==> src/rtl/iram_pkg.sv <==
// iram_pkg: shared state encoding and default geometry for the loadable instruction memory.
package iram_pkg;
    typedef enum logic [1:0] {CLEAR, RUN, LOAD} state_t;
    localparam int DATA_W_DEF = 16;
    localparam int DEPTH_DEF = 128;
    localparam int BYTES_PER_WORD = DATA_W_DEF / 8;
    localparam int WORD_IDX_W = $clog2(DEPTH_DEF);
    localparam logic NOP_WORD = 1'b0;
endpackage

==> src/rtl/iram_byte_packer.sv <==
// iram_byte_packer: assembles MSB-first bytes into words, flagging the word on its last byte.
module iram_byte_packer #(
    parameter int DATA_W = 16
) (
    input  logic              clk,
    input  logic              rst,
    input  logic              start,
    input  logic [7:0]        byte_in,
    input  logic              byte_valid,
    output logic              word_valid,
    output logic [DATA_W-1:0] word
);
    localparam int BPW = DATA_W / 8;
    localparam int CW = (BPW > 1) ? $clog2(BPW) : 1;
    logic [CW-1:0]       cnt_q, cnt_d;
    logic [DATA_W-9:0]   sr_q, sr_d;
    assign word = {sr_q, byte_in};
    assign word_valid = byte_valid && (cnt_q == CW'(BPW - 1));
    always_comb begin
        cnt_d = start ? '0 : word_valid ? '0 : byte_valid ? cnt_q + 1'b1 : cnt_q;
        sr_d = byte_valid ? word[DATA_W-9:0] : sr_q;
    end
    always_ff @(posedge clk or posedge rst) begin
        if (rst) begin
            cnt_q <= '0;
            sr_q <= '0;
        end else begin
            cnt_q <= cnt_d;
            sr_q <= sr_d;
        end
    end
endmodule

==> src/rtl/iram_loadable.sv <==
// iram_loadable: combinational-fetch instruction store, zero-filled after reset and
// reloadable at runtime through a byte-stream valid/ready port.
module iram_loadable
    import iram_pkg::*;
#(
    parameter int DATA_W = BYTES_PER_WORD * 8,
    parameter int DEPTH = 2 ** WORD_IDX_W,
    parameter int ADDR_W = 8
) (
    input  logic                      CLK,
    input  logic                      RESET,
    input  logic [ADDR_W-1:0]         ADDR,
    output logic [DATA_W-1:0]         Q,
    output logic                      MISALIGN,
    output logic                      BUSY,
    input  logic                      LD_START,
    input  logic [$clog2(DEPTH):0]    LD_LEN,
    input  logic [7:0]                LD_BYTE,
    input  logic                      LD_VALID,
    output logic                      LD_READY,
    output logic                      LD_DONE,
    output logic                      LD_ERR,
    output logic [7:0]                CHKSUM
);
    localparam int IW = $clog2(DEPTH);
    localparam int LW = IW + 1;
    localparam int BPW = DATA_W / 8;
    localparam int OW = $clog2(BPW);
    localparam int XW = ADDR_W - OW;

    state_t            state_q, state_d;
    logic [IW-1:0]     ptr_q, ptr_d;
    logic [LW-1:0]     len_q, len_d;
    logic [7:0]        chk_q, chk_d;
    logic              err_q, err_d, done_q, done_d, ready_q, ready_d;
    logic              acc, we, pk_start, pk_valid;
    logic [DATA_W-1:0] wdata, pk_word;
    logic [DATA_W-1:0] mem [DEPTH];
    logic [XW-1:0]     widx;

    iram_byte_packer #(.DATA_W(DATA_W)) u_packer (
        .clk(CLK),
        .rst(RESET),
        .start(pk_start),
        .byte_in(LD_BYTE),
        .byte_valid(acc),
        .word_valid(pk_valid),
        .word(pk_word)
    );

    assign BUSY = state_q != RUN;
    assign widx = ADDR[ADDR_W-1:OW];
    assign Q = (BUSY || ({1'b0, widx} >= (XW + 1)'(DEPTH))) ? '0 : mem[widx[IW-1:0]];
    assign MISALIGN = !BUSY && (ADDR[OW-1:0] != '0);
    assign LD_READY = ready_q;
    assign LD_DONE = done_q;
    assign LD_ERR = err_q;
    assign CHKSUM = chk_q;
    assign acc = LD_VALID && ready_q;

    always_comb begin
        state_d = state_q;
        ptr_d = ptr_q;
        len_d = len_q;
        chk_d = chk_q;
        err_d = err_q;
        done_d = 1'b0;
        pk_start = 1'b0;
        we = 1'b0;
        wdata = pk_word;
        case (state_q)
            CLEAR: begin
                we = 1'b1;
                wdata = {DATA_W{NOP_WORD}};
                ptr_d = ptr_q + 1'b1;
                state_d = (ptr_q == IW'(DEPTH - 1)) ? RUN : CLEAR;
            end
            RUN: begin
                if (LD_START && (LD_LEN == '0 || LD_LEN > LW'(DEPTH))) begin
                    err_d = 1'b1;
                end else if (LD_START) begin
                    err_d = 1'b0;
                    chk_d = '0;
                    ptr_d = '0;
                    len_d = LD_LEN;
                    pk_start = 1'b1;
                    state_d = LOAD;
                end
            end
            LOAD: begin
                chk_d = acc ? chk_q ^ LD_BYTE : chk_q;
                we = pk_valid;
                ptr_d = pk_valid ? ptr_q + 1'b1 : ptr_q;
                // Leaving on the final word's edge makes BUSY, LD_DONE and CHKSUM settle together.
                done_d = pk_valid && (LW'(ptr_q) + 1'b1 == len_q);
                state_d = done_d ? RUN : LOAD;
            end
            default: state_d = CLEAR;
        endcase
        ready_d = state_d == LOAD;
    end

    always_ff @(posedge CLK or posedge RESET) begin
        if (RESET) begin
            state_q <= CLEAR;
            ptr_q <= '0;
            len_q <= '0;
            chk_q <= '0;
            err_q <= 1'b0;
            done_q <= 1'b0;
            ready_q <= 1'b0;
        end else begin
            state_q <= state_d;
            ptr_q <= ptr_d;
            len_q <= len_d;
            chk_q <= chk_d;
            err_q <= err_d;
            done_q <= done_d;
            ready_q <= ready_d;
        end
    end

    always_ff @(posedge CLK) begin
        if (we) mem[ptr_q] <= wdata;
    end
endmodule

==> config.mk <==
export PLATFORM = sky130hd
export DESIGN_NAME = iram_loadable
export DESIGN_NICKNAME = d
export VERILOG_FILES = /design/src/rtl/iram_pkg.sv /design/src/rtl/iram_byte_packer.sv /design/src/rtl/iram_loadable.sv
export SDC_FILE = /design/constraint.sdc
export NUM_CORES = 2
export LEC_CHECK = 0
export ABC_AREA = 1
export BUFFER_PORTS_ARGS = -buffer_cell sky130_fd_sc_hd__buf_2
export CORE_UTILIZATION = 55
export CTS_CLUSTER_DIAMETER = 200
export DETAILED_ROUTE_END_ITERATION = 12
export PLACE_DENSITY = 0.72
export SKIP_CTS_REPAIR_TIMING = 1
export SLEW_MARGIN = 20
export SYNTH_ARGS = -nofsm -noshare
export SYNTH_HDL_FRONTEND = slang
export SYNTH_SLANG_ARGS = --single-unit
==> constraint.sdc <==
create_clock -name CLK -period 12.57 [get_ports CLK]
set_clock_uncertainty 0.2 [all_clocks]
set_input_delay 0.6285 -clock CLK [delete_from_list [all_inputs] [get_ports CLK]]
set_output_delay 0.6285 -clock CLK [all_outputs]
set_load 0.1 [all_outputs]
==> impl_metrics.yaml <==
timing:
  period_share: 0.5491
  rsz0062_at_grt: "false"
  hold_slack_ns: -0.01069
  max_freq_ghz: 0.1449
  slew_violations: 0
  hold_violations: 1
  max_slew_margin: 0.2062
  worst_pin_slew_ns: 1.191
  setup_viol: 0
  period_minus_slack_ns: 6.902
  tns_ns: 0
routing:
  routed_via_density: 6.072
  initialDrtViolationCount: 7809
  wire_per_inst_um: 24.33
  drt-pass1-iter-count: 6
  wl_mm: 227.5
  vias: 56770
  drc: 0
  ant_nets: 0
setup_path:
  critical_path_class: "in2out"
  cpMaxStageDelayCell: "buf_4"
  worst-path-buf-inv: 5
  crit_required_ns: 11.74
  crit_path_end_kind: "output port"
  crit_chain: "buf_8 -> inv_16 -> buf_4 -> buf_4 -> nand2_1 -> nand3_1 -> nand3_1 -> nand3_1 -> nand3_1 -> nand2_1 -> nand2_1 -> nand2_1 -> nor2_1 -> nor2_1 -> buf_2"
  crit_arrival_ns: 6.07
  cp_max_fo: 232
  cp_slowest_stage_delay_ns: 0.99
  start_kind: "input pin"
  cpLargestDelayFamily: "buffers and inverters"
floorplan:
  die_area_um2: 155600
  row_count: 143
  die_w_um: 394.4
  core_um2: 152400
  die_h_um: 394.4
  start_util: 0.5556
  pin_count: 57
power_and_ir_drop:
  leakagePower_nw: 33.81
  power_density_nw_per_um2: 168.0
  vdd_drop_max_uv: 189.9
run:
  maxCapViolCount: 0
grt:
  track_usage: 0.2893
  grt_pass1_wl_mm: 338.0
  gr-total-overflow: 0
  antenna_found_initial: 5
  grt_max_degree: 233
  grt_pass1_vias: 54070
cts:
  worst_skew_pair.late_latency_ns: 0.84
  cts_tree: "done"
  path_clk_slew_ns: 0.06
  clockBufferDepth: 3
  cts_buffers: 203
  cts.sinks: 2085
  clockRootBuffer: "clkbuf_16"
  htree_levels: 4
placement:
  hpwl_mm: 121.4
  port_buffers: 56
  gp_congestion: 0.8932
layout:
  nets: 7180
  finish.utilization: 0.6131
  syn_to_final_growth_pct: 10.35
  drive_gt1_frac: 0.07691
  n_antenna_cell: 0
hold_path:
  hold_path_class: "in2reg"
logic_synthesis:
  syn_area_um2: 84690
  yosys_warnings: 0
  async_flop_share: 0.01775
  syn_nets: 7171
  ys_seq_area_frac: 0.7371
  ys_seq_elements: 2085
  postSynthAreaPerCell_um2: 11.86
  synth_edf_count: 2048
  synth_cell_type_count: 32
  ys.flop_type: "edfxtp_1"
  syn_inst: 7142
outcome:
  violations: "negative hold slack"
  status: "complete, but fails checks"
-- registers in the layout, summed over array words and instances (netlist names) --
name            count
CHKSUM              8
LD_ERR              1
len_q               8
LD_READY            1
mem              2048
LD_DONE             1
u_packer.cnt_q      1
ptr_q               7
state_q             2
u_packer.sr_q       8
-- logic make-up (layout without fill, tap and decap cells) --
logic type      count (synthesis)  after routing  share of synthesized area
xor+xnor                       14             14                   0.001448
compound gates                 29             29                   0.001773
simple gates                 4461           4461                     0.2272
flops                        2085           2085                     0.7371
fa+ha+maj                       1              1                  0.0001477
buf+inv                       552            730                    0.03234
-- path summary, 6_finish.rpt --
kind	cells after the start	start	slack (ns)	endpoint
worst min register to register	2	u_packer.sr_q[5]	0.29	u_packer.sr_q[5]
min in group asynchronous	4	RESET	0.26	LD_DONE
worst min-delay path	3	LD_BYTE[6]	-0.01	u_packer.sr_q[6]
worst max-delay path	15	ADDR[1]	5.67	Q[9]
worst max register to register	6	ptr_q[0]	8.76	mem[113][2]
max in group asynchronous	4	RESET	11.57	u_packer.sr_q[4]
-- cell usage after synthesis, types with 3 or more instances --
master       n  area share
a21oi_1      3     0.00018
buf_1       49      0.0022
buf_2      278       0.016
buf_4       47      0.0042
buf_6       15      0.0020
clkbuf_1    67      0.0030
clkinv_1     3     0.00013
dfrtp_1     37       0.011
edfxtp_1  2048        0.73
inv_1       86      0.0038
inv_2        4     0.00018
nand2_1   2293        0.10
nand3_1   1948        0.12
nor2_1     193      0.0086
nor3_1      10     0.00059
o21ai_0     24      0.0014
or2_1        8     0.00059
xor2_1      13      0.0013
-- power breakdown --
group,leakage (nW),internal [mW],switching (mW)
clock,3.13,3.31,2.57
sequential,19.4,8.06,0.0747
combinational,11.3,0.319,1.36
total,33.8,11.7,4.01
-- stage by stage --
| stage | setup slack, ns | instance area [µm²] | hold WS, ns | std cells | power, mW |
|---|---|---|---|---|---|
| floorplan | 7.871 | 84700 | 0.2530 | 7142 | 9.263 |
| global placement | 5.914 | 86860 | 0.2684 | 8958 | 9.864 |
| detailed placement | 5.873 | 86860 | 0.2770 | 8958 | 9.907 |
| CTS | 5.851 | 93260 | -0.3415 | 9332 | 15.68 |
| global route | 5.461 | 93460 | 0.04000 | 9350 | 16.09 |
| finish | 5.668 | 93460 | -0.01069 | 9350 | 15.70 |
-- cell usage in the layout (no fill, tap or decap), drive strengths merged --
master       instances
nand2             2294
edfxtp            2048
nand3             1949
clkbuf             251
buf                245
nor2               196
inv                101
clkinv              98
dfrtp               37
o21ai               24
dlygate4sd3         17
xor2                13
bufinv              13
or2                 10
nor3                10
clkinvlp             5
a21oi                3
or3                  1
nand4                1
xnor2                1
o211ai               1
o31ai                1
ha                   1
-- per-layer routing --
| metal | share of wire | GRT usage | routed length, µm | vias to the layer above |
|---|---|---|---|---|
| li1 | - | - | - | 25230 |
| met1 | 0.37 | 0.3949 | 84800 | 27530 |
| met2 | 0.47 | 0.4561 | 106800 | 3451 |
| met3 | 0.11 | 0.05735 | 26090 | 564 |
| met4 | 0.043 | 0.1225 | 9699 | 4 |
| met5 | 0.00011 | 0 | 25 | - |
-- tightest hold or removal path: stages --
cell and delay, ns:
buf_2 0.10, inv_1 0.09, o21ai_0 0.17
-- layout make-up --
type | instances | area [µm²]
sequential | 2085 | 62420
tap | 2030 | 2540
fill | 11520 | 58980
clock buffer | 251 | 5394
clock inverter | 123 | 999.7
inverter | 94 | 386.6
multi-input combinational | 4505 | 19700
timing repair buffer | 262 | 2017
No activity file was read; power rests on OpenSTA's default activity.
